==> config.mk <==
export PLATFORM = sky130hd
export DESIGN_NAME = cpu_ctrl_fsm
export DESIGN_NICKNAME = d
export VERILOG_FILES = /design/src/rtl/cpu_ctrl_fsm.sv
export SDC_FILE = /design/constraint.sdc
export NUM_CORES = 1
export LEC_CHECK = 0
export BUFFER_PORTS_ARGS = -buffer_cell sky130_fd_sc_hd__buf_2
export CAP_MARGIN = 20
export CORE_AREA = 5 5 42 44
export CTS_CLUSTER_SIZE = 28
export DETAILED_ROUTE_END_ITERATION = 10
export DIE_AREA = 0 0 47 49
export SYNTH_ARGS = -nofsm -noshare
export SYNTH_HDL_FRONTEND = slang
export SYNTH_SLANG_ARGS = --single-unit
==> constraint.sdc <==
create_clock -name clk_i -period 2.2 [get_ports clk_i]
set_input_delay 0.44 -clock clk_i [delete_from_list [all_inputs] [get_ports clk_i]]
set_output_delay 0.44 -clock clk_i [all_outputs]
set_load 0.01 [all_outputs]
==> src/rtl/cpu_ctrl_fsm.sv <==
// Multi-cycle control FSM for the 16-bit datapath.
// Accepts one decoded instruction per start handshake, then sequences the
// operand reads, the ALU execute step and the register writeback.
//
//  state    | meaning
//  ---------+-----------------------------------------------------------
//  S_WAIT   | idle, waiting=1, start latches {opcode, alu_op}
//  S_DEC    | classify latched op; unsupported ops pulse bad_instr here
//  S_LOAD_A | read Rn into operand register A
//  S_LOAD_B | read Rm into operand register B
//  S_EXEC   | ALU/shifter result into C and/or flags into status
//  S_WB_REG | write C back to Rd
//  S_WB_IMM | write sximm8 to Rn
module cpu_ctrl_fsm #(
    parameter logic [1:0] SEL_RN = 2'b10,
    parameter logic [1:0] SEL_RD = 2'b01,
    parameter logic [1:0] SEL_RM = 2'b00,
    parameter logic [1:0] WB_C   = 2'b00,
    parameter logic [1:0] WB_IMM = 2'b10
) (
    input  logic       clk_i,
    input  logic       rst_i,
    input  logic       start_i,
    input  logic [2:0] opcode_i,
    input  logic [1:0] alu_op_i,
    output logic       waiting_o,
    output logic [1:0] reg_sel_o,
    output logic [1:0] wb_sel_o,
    output logic       w_en_o,
    output logic       en_a_o,
    output logic       en_b_o,
    output logic       en_c_o,
    output logic       en_status_o,
    output logic       sel_a_o,
    output logic       bad_instr_o
);

    typedef enum logic [2:0] {
        S_WAIT   = 3'd0,
        S_DEC    = 3'd1,
        S_LOAD_A = 3'd2,
        S_LOAD_B = 3'd3,
        S_EXEC   = 3'd4,
        S_WB_REG = 3'd5,
        S_WB_IMM = 3'd6
    } state_t;

    localparam logic [4:0] OP_MOV_IMM = 5'b110_10;
    localparam logic [4:0] OP_MOV_REG = 5'b110_00;
    localparam logic [4:0] OP_ADD     = 5'b101_00;
    localparam logic [4:0] OP_CMP     = 5'b101_01;
    localparam logic [4:0] OP_AND     = 5'b101_10;
    localparam logic [4:0] OP_MVN     = 5'b101_11;

    state_t     state_q, state_d;
    logic [4:0] op_q, op_d;

    // State and latched-instruction registers; reset wins over any accept.
    always_ff @(posedge clk_i) begin
        if (rst_i) begin
            state_q <= S_WAIT;
            op_q    <= '0;
        end else begin
            state_q <= state_d;
            op_q    <= op_d;
        end
    end

    // Next-state and Moore output decode from registered state and latched op only.
    always_comb begin
        state_d     = state_q;
        op_d        = op_q;
        waiting_o   = 1'b0;
        reg_sel_o   = SEL_RM;
        wb_sel_o    = WB_C;
        w_en_o      = 1'b0;
        en_a_o      = 1'b0;
        en_b_o      = 1'b0;
        en_c_o      = 1'b0;
        en_status_o = 1'b0;
        sel_a_o     = 1'b0;
        bad_instr_o = 1'b0;

        case (state_q)
            S_WAIT: begin
                waiting_o = 1'b1;
                if (start_i) begin
                    op_d    = {opcode_i, alu_op_i};
                    state_d = S_DEC;
                end
            end
            S_DEC: begin
                case (op_q)
                    OP_MOV_IMM:             state_d = S_WB_IMM;
                    OP_MOV_REG, OP_MVN:     state_d = S_LOAD_B;
                    OP_ADD, OP_CMP, OP_AND: state_d = S_LOAD_A;
                    default: begin
                        bad_instr_o = 1'b1;
                        state_d     = S_WAIT;
                    end
                endcase
            end
            S_LOAD_A: begin
                reg_sel_o = SEL_RN;
                en_a_o    = 1'b1;
                state_d   = S_LOAD_B;
            end
            S_LOAD_B: begin
                reg_sel_o = SEL_RM;
                en_b_o    = 1'b1;
                state_d   = S_EXEC;
            end
            S_EXEC: begin
                // MOV-reg and MVN have no A operand, so the ALU sees zero there.
                sel_a_o = (op_q == OP_MOV_REG) || (op_q == OP_MVN);
                if (op_q == OP_CMP) begin
                    en_status_o = 1'b1;
                    state_d     = S_WAIT;
                end else begin
                    en_c_o      = 1'b1;
                    en_status_o = (op_q != OP_MOV_REG);
                    state_d     = S_WB_REG;
                end
            end
            S_WB_REG: begin
                reg_sel_o = SEL_RD;
                wb_sel_o  = WB_C;
                w_en_o    = 1'b1;
                state_d   = S_WAIT;
            end
            S_WB_IMM: begin
                reg_sel_o = SEL_RN;
                wb_sel_o  = WB_IMM;
                w_en_o    = 1'b1;
                state_d   = S_WAIT;
            end
            default: state_d = S_WAIT;
        endcase
    end

endmodule
==> results of run 1 <==
[cells in the mapped netlist]
library cell / n
a21oi_1: 4
a31o_2: 1
a31oi_1: 1
and2_1: 2
and2_2: 1
and2b_1: 2
and2b_2: 2
and3b_2: 1
buf_2: 1
buf_4: 1
buf_6: 1
conb_1: 1
dfxtp_1: 8
mux2i_1: 5
nand2_1: 4
nand3_1: 2
nand3b_1: 1
nor2_1: 11
nor2b_1: 2
nor3_1: 1
nor3_2: 1
nor3b_1: 1
nor3b_2: 1
nor4b_1: 1
o21a_1: 2
o21ai_0: 1
o21ba_2: 1
[power groups by stage]
stage               Clock [mW]  Sequential (mW)  Combinational, mW
floorplan                    0            0.164             0.0410
global placement             0            0.167             0.0516
detailed placement           0            0.168             0.0520
CTS                      0.116            0.164             0.0523
global route             0.127            0.166             0.0592
finish                   0.109            0.164             0.0517
[cells by family after synthesis]
group / after synthesis / synth area share (%)
other: 1 / 0.757
AOI/OAI and AO/OA: 10 / 13.1
buffers and inverters: 3 / 4.80
muxes: 5 / 10.1
DFF: 8 / 32.3
and+or+nand+nor: 33 / 38.9
[layer usage]
layer | vias up | global-route usage (%) | wire length [um]
met4 | 0 | 6.91 | 4
met5 | - | 0 | 0
li1 | 243 | - | -
met3 | 2 | 3.32 | 97
met2 | 16 | 14.0 | 451
met1 | 200 | 14.7 | 494
[cells in the final DEF (no fill, tap or decap), drive strengths merged, types with 3 or more instances in the layout]
cell type | netlist | final
nand2 | 4 | 4
buf | 3 | 18
dfxtp | 8 | 8
mux2i | 5 | 5
and2b | 4 | 4
and2 | 3 | 3
nor2 | 11 | 11
a21oi | 4 | 4
clkbuf | 0 | 3
[worst max-delay path, stage by stage, from the launching register on]
cell and delay [ns]:
dfxtp_1 0.35, nor4b_1 0.32, a31o_2 0.16, nand2_1 0.05
nor2_1 0.08, buf_2 0.13
[metrics by stage]
| step | util, % | power, mW | worst slack [ns] | hold slack (ns) |
|---|---|---|---|---|
| 5_1_grt | 43.1 | 0.352 | 0.301 | 0.432 |
| 6_report | 43.1 | 0.326 | 0.424 | 0.425 |
| 3_5_place_dp | 41.5 | 0.220 | 0.687 | 0.531 |
| 2_1_floorplan | - | 0.205 | 0.794 | 0.480 |
| 4_1_cts | 43.1 | 0.332 | 0.399 | 0.417 |
| 3_3_place_gp | 41.5 | 0.219 | 0.719 | 0.513 |
[state kept, by name, indices dropped and copies added (netlist names)]
signal	flops
state_q	3
op_q	5
[how the worst min path moves through the flow]
stage	cells past startpoint	end	startpoint	slack, ns
6_report	3	op_q[2]	opcode_i[0]	0.42
3_5_place_dp	2	state_q[0]	op_q[4]	0.53
5_1_grt	3	op_q[2]	opcode_i[0]	0.43
2_1_floorplan	2	op_q[3]	op_q[3]	0.48
4_1_cts	3	op_q[1]	alu_op_i[1]	0.42
3_3_place_gp	2	op_q[3]	op_q[3]	0.51
[area by class of cell]
cell class,count,share of cell area (%)
well taps,16,3.31
repair buffers,18,14.9
multi-input cells,49,51.6
flip-flops and latches,8,26.5
clock buffers,3,3.73
==> flow_metrics.py, run 1 <==
metrics = {
    "route": {
        "drt_pass1_iterations": 4,
        "viasPerCell": 4.90,
        "vias": 461,
        "ant_nets": 0,
        "wl_um": 1050,
        "wl_per_cell_um": 11.1,
        "drc_errors": 0,
        "drt_iter0_drc": 7,
    },
    "logic_synthesis": {
        "ys_seq_area_share_pct": 32.3,
        "synth.area.top_cells": "dfxtp_1, mux2i_1, nor2_1",
        "synth_top_area_share_pct": 32.3,
        "syn_area_um2": 495,
        "synth_top_area_cell": "dfxtp_1",
        "yosysWarnings": 0,
        "ys_types": 27,
        "synthCells": 60,
        "syn_nets": 68,
        "synth_seq_cells": 8,
        "syn-mean-instance-area_um2": 8.26,
    },
    "clocking": {
        "cts_max_path_buffers": 2,
        "cts_tree": "yes",
        "cts_sinks": 8,
        "cts_buffers": 3,
        "postCtsHoldBufs": 0,
        "post_cts_resized": 0,
        "path_clk_slew_ns": 0.05,
        "htreeDepth": 1,
        "clk_latency_ns": 0.25,
        "post_cts_buffers": 0,
        "cts_root_buffer": "clkbuf_4",
    },
    "power_and_ir_drop": {
        "switching_power_mw": 0.0835,
        "clkPwrFrac_pct": 33.6,
        "internal_power_mw": 0.242,
        "power_frac_seq_pct": 50.5,
        "p_comb_share_pct": 15.9,
        "sw_frac_of_total_pct": 25.7,
        "p_leak_nw": 0.293,
        "ir_drop_mv": 0.307,
        "pwr_density_cell_mw_per_mm2": 539,
    },
    "global_route": {
        "antenna_found_initial": 0,
        "grt_pass1_wl_um": 1770,
        "grt_max_degree": 14,
        "globalRouteOverflowTotal": 0,
        "grt_pass1_vias": 417,
        "grtUsageTotal_pct": 10.8,
    },
    "layout": {
        "drive_gt1_share_pct": 37.2,
        "stdcell_area_um2": 604,
        "multiInputGateArea_um2": 312,
        "n_fill_cell": 156,
        "instances_no_fill": 94,
        "areaGrowthSynthToFinish_pct": 22.0,
        "regArea_um2": 160,
        "nets": 88,
        "n_antenna_cell": 0,
    },
    "setup_path": {
        "rr_endpoint": "op_q[0]",
        "cp-endpoint": "sel_a_o",
        "r2r_start": "state_q[2]",
        "arrival_ns": 1.34,
        "worst-path-max-fanout": 5,
        "critical_path_class": "reg2out",
        "start_kind": "flop",
        "reg2regPathDepth": 4,
        "r2r_setup_slack_ns": 0.92,
        "startpoint": "op_q[0]",
        "crit_required_ns": 1.76,
        "critPathCaptureType": "output port",
    },
    "timing": {
        "max_freq_ghz": 0.563,
        "hold_violations": 0,
        "rsz0062_at_grt": "false",
        "min_period_ns": 1.78,
        "period_share_pct": 80.7,
        "setup_viol_count_final": 0,
        "finalClockSkew_ns": 0.000603,
        "final.setup.tns_ns": 0,
        "slew_violations": 0,
    },
    "placed_design": {
        "dpl-instance-area_um2": 582,
        "routabilityCongestion": 0.739,
        "dp.cells": 91,
        "port_buffers": 18,
        "dp_hpwl_um": 827,
    },
    "floorplanning": {
        "rows": 14,
        "start_util_pct": 35.4,
        "io-pin-count": 20,
        "fp.dieArea_mm2": 0.00230,
        "coreArea_mm2": 0.00140,
        "die_height_um": 49,
        "dieWidth_um": 47,
    },
    "job": {
        "drv_cap": 0,
    },
    "run_status": {
        "status": "complete, no violations",
    },
    "min_path": {
        "min_path_type": "in2reg",
    },
}
(Power assumes the default switching activity.)
==> inputs of run 2 (changes only) <==
- ABC_AREA: not set -> 1
- PLACE_DENSITY: not set -> 0.67
- clock period: 2.2 -> 1.6 ns (I/O delays scaled with it)
==> run 2 against run 1 <==
Against the previous run: design area grew 5.6%; non-clock buffer count is the same; sequential power grew 37%; worst hold slack lost 0.19 ns; routed wire length shrank 0.19%; sequential share of layout area shrank 0.62 points; via count grew 10%; global-route usage shrank 0.27 points.
==> flow_metrics.py, run 2 <==
metrics = {
    "setup_path": {
        "arrival_ns": 1.19,
        "crit_chain": "inv_2 -> nand2_4 -> nor2_4 -> a21boi_1 -> buf_2",
        "startpoint": "state_q[0]",
        "reg2regPathDepth": 6,
        "critPathCaptureType": "output port",
        "r2r_setup_slack_ns": 0.53,
        "cp_slowest_stage_delay_ns": 0.34,
        "critPathTopFamily": "flip-flops",
        "critical_path_class": "reg2out",
        "cp_slowest_cell": "dfxtp_2",
        "cp_num_cells": 5,
        "crit_buf_inv": 2,
        "worst-path-max-fanout": 5,
        "crit_required_ns": 1.28,
        "r2r_start": "state_q[0]",
        "rr_endpoint": "op_q[1]",
        "start_kind": "flop",
        "cp-endpoint": "sel_a_o",
    },
    "placed_design": {
        "dp.cells": 110,
        "dpl_worst_slack_ns": 0.298,
        "dp_hpwl_um": 869,
        "routabilityCongestion": 0.739,
        "port_buffers": 18,
    },
    "timing": {
        "setup_slack_ns": 0.0928,
        "hold_violations": 0,
        "setup_viol_count_final": 0,
        "slew_violations": 0,
        "period_share_pct": 94.2,
        "max_freq_ghz": 0.663,
        "finalClockSkew_ns": 0.00110,
        "min_period_ns": 1.51,
        "hold_ws_ns": 0.236,
        "final.setup.tns_ns": 0,
    },
    "global_route": {
        "grt.busiest_layer": "met2",
        "globalRouteOverflowTotal": 0,
        "grt_pass1_wl_um": 1780,
        "grt.met3_usage_pct": 2.21,
        "grtUsageTotal_pct": 10.5,
        "grt_pass1_vias": 435,
        "antenna_found_initial": 0,
        "use_met1_pct": 13.9,
        "grt_use_met2_pct": 14.7,
        "grt_max_degree": 9,
    },
    "layout": {
        "largest_reg_flops": 5,
        "top_regs": "op_q x5, state_q x3",
        "drive_gt1_share_pct": 38.1,
        "n_antenna_cell": 0,
        "final_common_cell": "buf_2",
        "instances_no_fill": 113,
        "nets": 107,
        "layout_common_cells": "buf_2, nand2_1, inv_1",
        "areaGrowthSynthToFinish_pct": 29.1,
        "largest-register": "op_q",
    },
    "floorplanning": {
        "rows": 14,
        "dieWidth_um": 47,
        "start_util_pct": 35.3,
        "coreArea_mm2": 0.00140,
        "die_height_um": 49,
        "fp.dieArea_mm2": 0.00230,
        "io-pin-count": 20,
    },
    "clocking": {
        "cts_max_path_buffers": 2,
        "htreeDepth": 1,
        "cts_tree": "yes",
        "cts_sinks": 8,
        "cts_root_buffer": "clkbuf_4",
        "clk_latency_ns": 0.25,
        "cts_buffers": 3,
        "path_clk_slew_ns": 0.05,
        "postCtsHoldBufs": 0,
    },
    "run_status": {
        "status": "complete, no violations",
    },
    "logic_synthesis": {
        "ys_types": 16,
        "syn-mean-instance-area_um2": 6.42,
        "synthTopCellsByCount": "nand2_1, inv_1, nand3_1, nor2_1, dfxtp_1",
        "synth_top_area_share_pct": 32.4,
        "syn_nets": 85,
        "synth.area.top_cells": "dfxtp_1, nand2_1, nand3_1",
        "synth_seq_cells": 8,
        "synth_edf_count": 0,
        "ys_seq_area_share_pct": 32.4,
        "synthFlopType": "dfxtp_1",
        "synth.most_common_cell": "nand2_1",
        "synthCells": 77,
        "synth_top_area_cell": "dfxtp_1",
        "syn_area_um2": 494,
        "yosysWarnings": 0,
        "async_flop_share_pct": 0,
    },
    "route": {
        "viasPerCell": 4.50,
        "drt_iter0_drc": 6,
        "wl_um": 1050,
        "ant_nets": 0,
        "drt_pass1_iterations": 4,
        "vias": 509,
        "wl_per_cell_um": 9.25,
        "drc_errors": 0,
    },
    "job": {
        "drv_cap": 0,
    },
    "power_and_ir_drop": {
        "p_leak_nw": 0.361,
        "ir_drop_mv": 0.476,
        "pwr_density_cell_mw_per_mm2": 714,
    },
    "min_path": {
        "min_path_type": "in2reg",
    },
}
==> run 2: per-stage QoR <==
step	utilization, %	cell area [um^2]	total power [mW]
6_report	45.5	638	0.455
3_3_place_gp	42.6	597	0.303
2_1_floorplan	-	494	0.281
5_1_grt	45.5	638	0.491
3_5_place_dp	42.6	597	0.304
4_1_cts	44.2	619	0.458
==> run 2: timing repair <==
item                       CTS  global route
gates resized for setup      0             8
setup endpoints to repair    0             5
setup buffers                0             0
==> run 2: how the worst min path moves through the flow <==
stage | endpoint | from | slack (ns) | depth (start not counted)
2_1_floorplan | op_q[3] | rst_i | 0.39 | 1
3_3_place_gp | op_q[2] | op_q[2] | 0.46 | 2
3_5_place_dp | op_q[2] | op_q[2] | 0.47 | 2
4_1_cts | op_q[4] | rst_i | 0.24 | 2
5_1_grt | op_q[4] | rst_i | 0.24 | 2
6_report | op_q[4] | rst_i | 0.24 | 2
==> run 2: final cells by class <==
class,count,area (um^2)
inverters,16,60.1
well taps,16,20.0
clock buffers,3,22.5
multi-input cells,52,280
repair buffers,18,90.1
flip-flops and latches,8,165
fillers,163,763
==> run 2: per-layer routing <==
metal,vias up,share of wire (%),routed length [um]
met3,3,6.4,67
met2,15,44,465
met5,-,0,0
met1,210,47,489
met4,0,2.1,22
li1,281,-,-
==> run 2: kinds of logic after synthesis <==
kind of cell	after synthesis	share of synthesized area, %
buffers and inverters	17	13.7
and+or+nand+nor	39	39.7
DFF	8	32.4
other	1	0.759
AOI/OAI and AO/OA	12	13.4
==> run 2: power breakdown <==
| part | total (mW) | internal [mW] | switching, mW |
|---|---|---|---|
| Combinational | 0.0802 | 0.0303 | 0.0499 |
| Clock | 0.151 | 0.0856 | 0.0658 |
| Sequential | 0.224 | 0.213 | 0.0113 |
==> run 2: worst reg2reg max path, delay by kind of cell (launching register included) <==
kind / cells / cell delay, ns
AO/OA/AOI/OAI: 2 / 0.18
buffers and inverters: 1 / 0.12
flip-flops: 1 / 0.34
AND/OR/NAND/NOR: 3 / 0.34
